===== src/rtl/theta_iteration_seq.sv =====
// theta_iteration_seq
// Paces point-index requests into the thetaCos datapath, waits for each result
// and republishes it tagged with index, column, frame and sweep direction.
// The index walks the scan as a sawtooth or as a triangle. Column and frame
// are counters kept in lock-step with the index, so no divider is needed.
//
// state    | meaning
// ---------+-----------------------------------------------------------
// IDLE     | no request outstanding; waits for enable_i & tick_i
// ISSUE    | one-cycle request strobe carrying the current index
// WAIT     | waits for the result strobe or the timeout terminal count
// ADVANCE  | publishes the captured point, then steps or restarts index

module theta_iteration_seq #(
    parameter int FRAME_COLUMNS_P = 360,
    parameter int FRAME_NUMBER_P  = 5,
    parameter int SWEEP_MODE_P    = 1,
    parameter int TIMEOUT_P       = 64
) (
    input  logic        clk_i,
    input  logic        nrst_i,
    input  logic        enable_i,
    input  logic        restart_i,
    input  logic        tick_i,
    output logic        theta_iteration_valid_o,
    output logic [11:0] theta_iteration_o,
    input  logic        thetaCos_valid_i,
    input  logic [33:0] thetaCos_i,
    output logic        point_valid_o,
    output logic [33:0] point_o,
    output logic [11:0] point_index_o,
    output logic [11:0] column_o,
    output logic [11:0] frame_o,
    output logic        dir_o,
    output logic        sweep_done_o,
    output logic        busy_o,
    output logic        overrun_o,
    output logic        timeout_o
);

    localparam int          TOTAL_POINTS_P = FRAME_COLUMNS_P * FRAME_NUMBER_P;
    localparam logic [11:0] LAST_IDX       = 12'(TOTAL_POINTS_P - 1);
    localparam logic [11:0] LAST_COL       = 12'(FRAME_COLUMNS_P - 1);
    localparam int          TW             = (TIMEOUT_P > 1) ? $clog2(TIMEOUT_P) : 1;
    localparam logic [TW-1:0] TO_LAST      = TW'(TIMEOUT_P - 1);

    localparam logic [1:0] ST_IDLE    = 2'd0;
    localparam logic [1:0] ST_ISSUE   = 2'd1;
    localparam logic [1:0] ST_WAIT    = 2'd2;
    localparam logic [1:0] ST_ADVANCE = 2'd3;

    logic [1:0]    state;
    logic [11:0]   index;
    logic [11:0]   col;
    logic [11:0]   frame;
    logic          dir;
    logic [TW-1:0] to_cnt;
    logic          captured;
    logic          restart_pend;

    logic [11:0]   nxt_index;
    logic [11:0]   nxt_col;
    logic [11:0]   nxt_frame;
    logic          nxt_dir;
    logic          wrap;
    logic          go_up;
    logic          go_down;

    assign theta_iteration_valid_o = (state == ST_ISSUE);
    assign theta_iteration_o       = (state == ST_ISSUE) ? index : 12'd0;
    assign busy_o                  = (state != ST_IDLE);
    assign dir_o                   = dir;

    // Next position of the scan; sweep completion is flagged on the step
    // that leaves the last point of a turn.
    always_comb begin
        nxt_index = index;
        nxt_col   = col;
        nxt_frame = frame;
        nxt_dir   = dir;
        wrap      = 1'b0;
        go_up     = 1'b0;
        go_down   = 1'b0;
        if (SWEEP_MODE_P == 0) begin
            if (index == LAST_IDX) begin
                nxt_index = 12'd0;
                nxt_col   = 12'd0;
                nxt_frame = 12'd0;
                wrap      = 1'b1;
            end else begin
                go_up = 1'b1;
            end
        end else if (!dir) begin
            if (index == LAST_IDX) begin
                nxt_dir = 1'b1;
                go_down = 1'b1;
            end else begin
                go_up = 1'b1;
            end
        end else begin
            if (index == 12'd0) begin
                nxt_dir = 1'b0;
                go_up   = 1'b1;
                wrap    = 1'b1;
            end else begin
                go_down = 1'b1;
            end
        end
        if (go_up) begin
            nxt_index = index + 12'd1;
            if (col == LAST_COL) begin
                nxt_col   = 12'd0;
                nxt_frame = frame + 12'd1;
            end else begin
                nxt_col = col + 12'd1;
            end
        end
        if (go_down) begin
            nxt_index = index - 12'd1;
            if (col == 12'd0) begin
                nxt_col   = LAST_COL;
                nxt_frame = frame - 12'd1;
            end else begin
                nxt_col = col - 12'd1;
            end
        end
    end

    // Request/response sequencer; a restart arriving mid-transaction is held
    // until ADVANCE so the in-flight point is still published.
    always_ff @(posedge clk_i or negedge nrst_i) begin
        if (!nrst_i) begin
            state         <= ST_IDLE;
            index         <= 12'd0;
            col           <= 12'd0;
            frame         <= 12'd0;
            dir           <= 1'b0;
            to_cnt        <= '0;
            captured      <= 1'b0;
            restart_pend  <= 1'b0;
            point_valid_o <= 1'b0;
            point_o       <= 34'd0;
            point_index_o <= 12'd0;
            column_o      <= 12'd0;
            frame_o       <= 12'd0;
            sweep_done_o  <= 1'b0;
            overrun_o     <= 1'b0;
            timeout_o     <= 1'b0;
        end else begin
            point_valid_o <= 1'b0;
            sweep_done_o  <= 1'b0;
            if (tick_i && (state != ST_IDLE)) begin
                overrun_o <= 1'b1;
            end
            case (state)
                ST_IDLE: begin
                    if (restart_i) begin
                        index     <= 12'd0;
                        col       <= 12'd0;
                        frame     <= 12'd0;
                        dir       <= 1'b0;
                        overrun_o <= 1'b0;
                        timeout_o <= 1'b0;
                    end
                    if (enable_i && tick_i) begin
                        state <= ST_ISSUE;
                    end
                end
                ST_ISSUE: begin
                    to_cnt   <= '0;
                    captured <= 1'b0;
                    state    <= ST_WAIT;
                    if (restart_i) begin
                        restart_pend <= 1'b1;
                    end
                end
                ST_WAIT: begin
                    if (restart_i) begin
                        restart_pend <= 1'b1;
                    end
                    if (thetaCos_valid_i) begin
                        captured      <= 1'b1;
                        point_o       <= thetaCos_i;
                        point_index_o <= index;
                        column_o      <= col;
                        frame_o       <= frame;
                        state         <= ST_ADVANCE;
                    end else if (to_cnt == TO_LAST) begin
                        timeout_o <= 1'b1;
                        state     <= ST_ADVANCE;
                    end else begin
                        to_cnt <= to_cnt + TW'(1);
                    end
                end
                default: begin
                    point_valid_o <= captured;
                    state         <= ST_IDLE;
                    if (restart_i || restart_pend) begin
                        index        <= 12'd0;
                        col          <= 12'd0;
                        frame        <= 12'd0;
                        dir          <= 1'b0;
                        overrun_o    <= 1'b0;
                        timeout_o    <= 1'b0;
                        restart_pend <= 1'b0;
                    end else begin
                        index        <= nxt_index;
                        col          <= nxt_col;
                        frame        <= nxt_frame;
                        dir          <= nxt_dir;
                        sweep_done_o <= wrap;
                    end
                end
            endcase
        end
    end

endmodule

===== config.mk =====
export PLATFORM = sky130hd
export DESIGN_NAME = theta_iteration_seq
export DESIGN_NICKNAME = d
export VERILOG_FILES = /design/src/rtl/theta_iteration_seq.sv
export SDC_FILE = /design/constraint.sdc
export NUM_CORES = 1
export LEC_CHECK = 0
export BUFFER_PORTS_ARGS = -buffer_cell sky130_fd_sc_hd__clkbuf_2
export CAP_MARGIN = 10
export CORE_UTILIZATION = 30
export DETAILED_ROUTE_END_ITERATION = 10
export MAX_ROUTING_LAYER = met4
export SLEW_MARGIN = 20
export SYNTH_ARGS = -nofsm -noshare
export SYNTH_HDL_FRONTEND = slang
export SYNTH_SLANG_ARGS = --single-unit

===== constraint.sdc =====
create_clock -name clk_i -period 3.55 [get_ports clk_i]
set_input_delay 0.5325 -clock clk_i [delete_from_list [all_inputs] [get_ports clk_i]]
set_output_delay 0.5325 -clock clk_i [all_outputs]
set_load 0.01 [all_outputs]

== Word level (Yosys, flattened, before mapping) ==
Cells that the tools add are included.
Word-level totals
  register bits after elaboration: 121
  word-level logic and storage cells: 110
  bits of input ports: 40
  output and inout bits: 89
Operators by class
  equality and inequality tests: 13
  reductions and logical operators: 21
  $add $sub $neg: 7
  multiplexer cells: 50
  bitwise logic cells: 3
Operators by type and width (count)
  $mux W12: 15
  $pmux W12 S2: 3
  $add A12 B1 Y12 const B: 3
  $sub A12 B1 Y12 const B: 3
  $logic_not A12 Y1: 2
  $mux W1: 20
  $eq A12 B11 Y1 const B: 1
  $eq A12 B9 Y1 const B: 1
  $mux W6: 2
  $ne A2 B2 Y1 const B: 6
  $pmux W6 S2: 1
  $reduce_and A3 Y1: 3
  $pmux W1 S2: 4
  $reduce_and A2 Y1: 4
  $add A6 B1 Y6 const B: 1
  $eq A6 B6 Y1 const B: 1
  $mux W2: 3
  $pmux W2 S3: 1
  $reduce_bool A2 Y1: 3
  $reduce_and A5 Y1: 1
  $reduce_bool A4 Y1: 1
  $ne A3 B3 Y1 const B: 1
  $not A1 Y1: 3
  $pmux W1 S3: 1
  other kinds (9): 10

== Depth between registers and ports, before layout ==
  word-level depth: 8
  gate-level depth with buffers: 13
  depth with buffers taken out: 12

== Least setup slack after synthesis ==
Ideal clock, no wire load.
  path type: reg-to-reg
  start: register index[3]
  end: register index[10]
  slack: 414 ps
  period minus slack after synthesis: 3136 ps
  library setup time: 135 ps
  cell stages (with the launch flop): 13
  buffers on the path: 1
  arrival time: 3001 ps
  path through: dfrtp_1 -> nor4_1 -> and4_1 -> o21a_1 -> clkbuf_1 -> ha_1 -> nor2b_1 -> o21a_1 -> o21ai_0 -> a21oi_1 -> a41oi_1 -> xor2_1 -> o21ai_0
Between the ends
  word-level cells in the longest chain between the ends: 6
  elaborated cells between the ends (all ways): 16
RTL lines
  start: declaration: line 53  | logic [11:0] index;
  start signal: assignment: line 207  | index <= nxt_index;
  parallel branches: the longest is 6 deep, another holds $add A12 B1 Y12
Parallel ways; which one is timed is not known. The select of a mux whose other input is x is not followed.
A chain may end at the register's enable or synchronous reset.

== Worst setup path in the final report ==
Same ends and word-level chain as after synthesis.

==> reports/results.ini <==
[floorplanning]
initial_utilization_pct=30.9
die_area_mm2=0.0209
pin_count=129
rows=51
core-area_mm2=0.0197
die-height_um=145
fp.dieW_um=145

[global_route]
grt_max_degree=47
grt_usage_pct=15.8
grt_pass1_vias=4681
antenna_found_initial=0
grt_pass1_wl_um=24600
overflow=0

[place]
portBuffers=128
gp_congestion=0.821
hpwl_um=10700

[routing]
drt_iter0_drc=240
vias=4935
drcViolationCount=0
drtPass1Iterations=5
routed_wl_um=15200
routed_via_density=4.94
post_drt_wl_per_cell_um=15.2
final_antenna_net_count=0

[setup_path]
worst-path-stages=11
critPathBufInv=0
cp_max_fo=8
critPathCaptureType=flip-flop
worstPathArrival_ns=3.50
crit_path_start_kind=flip-flop
slowest_delay_ns=0.45
cp_cell_sequence=nor4_1, and4_1, o21a_1, ha_1, nor2b_1, o21a_1, o21ai_0, a21oi_1, a41oi_1, xor2_1, o21ai_0
critPathTopFamily=compound AO/OA/AOI/OAI gates
cp_slowest_cell=nor4_1
r2r_cells=11
crit_type=flip-flop to flip-flop
r2r_start=index[3]
worstSetupStartpoint=index[3]
cp_data_required_time_ns=3.85

[logic_synthesis]
async_flop_share_pct=100
post_synth.cell_area_avg_um2=10.4
synth_top_cell_area_share_pct=49.6
ys_ff_latch=121
syn_area_mm2=0.00610
synth_area_leader_cell=dfrtp_1
synth.net_count=647
synth_cells=586
yosys_warnings=0
yosysUniqueCellTypes=59
synthTopCellsByArea=dfrtp_1 (50%), mux2_2 (12%), ha_1 (4.1%)
synthFlopType=dfrtp_1
synth_edf_count=0
seq_area_frac_synth_pct=49.6

[cells_and_area]
fill_cells=1926
fin_util_pct=38.9
drive_gt1_share_pct=34.8
synthToLayoutAreaGrowth_pct=25.7
multi_input_area_mm2=0.00292
nNetsFinal=783
final_cell_mix=clkbuf_2 (127), dfrtp_1 (121), mux2_2 (63), nand2_1 (58), o21ai_0 (46)
final_common_cell=clkbuf_2
seq_area_mm2=0.00303
antenna_cells_inserted=0

[worst_hold_path]
worstHoldPathType=primary input to async pin

[cts]
cts_tree=yes
ctsHoldBuffers=0
numCtsBuffers=17
path_clk_slew_ns=0.06
htree_levels=4
cts-resized-gates=0
clockBufferDepth=2
clockRootBuffer=clkbuf_16
cts_setup_buffers=0
clk_latency_ns=0.42
cts.sinks=121

[sta]
worst_pin_slew_ns=1.00
setup_tns_ns=0
hold_viol=0
timing.final.crit_share_pct=90.3
grt_setup_unrepaired=false
finalClockSkew_ns=0.00810
setup_violations=0
drv_slew=0
post-route-min-period_ns=3.20
slew_headroom_pct=32.8
timing.fmax_mhz=312

[power]
power_density_mw_per_mm2=678
leakage_nw=3.73
peakVddDrop_uv=343

[run_status]
outcome=complete, no violations

[flow_run]
maxCapViolCount=0

==> path summary, 6_finish.rpt <==
path	end	slack, ns
max	index[10]	0.35
min	point_o[12]	0.11
max reg2reg	index[10]	0.35
min reg2reg	point_index_o[1]	0.48
max in group asynchronous	column_o[3]	2.53
min in group clk_i	point_o[6]	0.34
==> stage by stage <==
step	hold WS (ns)	power, mW	setup WS (ns)	area, µm²	cells
3_3_place_gp	0.465	3.53	0.518	7100	968
2_1_floorplan	0.237	2.95	0.414	6100	586
6_report	0.106	5.20	0.346	7670	1000
4_1_cts	0.119	5.26	0.409	7670	1000
3_5_place_dp	0.472	3.56	0.464	7100	968
5_1_grt	0.144	5.56	0.138	7670	1000
==> worst reg2reg max path: cells and delay by family, from the launching register on <==
kind	cells	cell delay, ns
AO/OA/AOI/OAI	6	1.32
adder cells (fa/ha/maj)	1	0.34
AND/OR/NAND/NOR	3	0.86
XOR/XNOR	1	0.15
flip-flops	1	0.42
==> registers in the layout, summed over array words and instances (netlist names), 2 cells and up <==
signal         flops
point_o           34
frame_o           12
state              2
index             12
to_cnt             6
point_index_o     12
column_o          12
col               12
frame             12
==> cells in the mapped netlist (6+ instances only) <==
library cell and instances:
inv_1 14, xor2_1 7, clkbuf_1 23, ha_1 20, nor3_1 14, nand3_1 14, dfrtp_1 121, and2_1 15
o211ai_1 6, nor2_1 36, o21ai_0 46, a21oi_1 26, nand2_1 59, nor4_1 7, and3_1 8, or3_1 10
nand4_1 8, mux2_2 63, a31oi_1 6
==> metal layers <==
metal  part of all wire (%)  routed length [µm]  global-route usage (%)
met2                     43                6530                    23.0
met4                    1.6                 243                    5.43
met1                     48                7310                    20.7
met5                      0                   0                       -
met3                    7.6                1160                    4.93
==> layout make-up <==
cell class	instances	share of cell area [%]
tap	265	4.32
clock buffer	17	5.54
clock inverter	15	1.97
sequential	121	39.5
inverter	15	0.734
multi-input combinational	423	38.0
timing repair buffer	144	9.95
==> kinds of logic after synthesis <==
| kind of cell | share of synthesized area, % |
|---|---|
| AOI/OAI and AO/OA | 13.6 |
| xor gates and xnor gates | 1.72 |
| adders and majority gates | 4.43 |
| buffers and inverters | 2.73 |
| DFF | 49.6 |
| muxes | 12.0 |
| and+or+nand+nor | 16.0 |
==> power breakdown <==
group | switching (mW) | internal, mW | total [mW]
Combinational | 0.999 | 0.701 | 1.70
Clock | 0.648 | 1.03 | 1.68
Sequential | 0.157 | 1.66 | 1.82
Total | 1.80 | 3.40 | 5.20
Power figures use the tool's default switching activity.
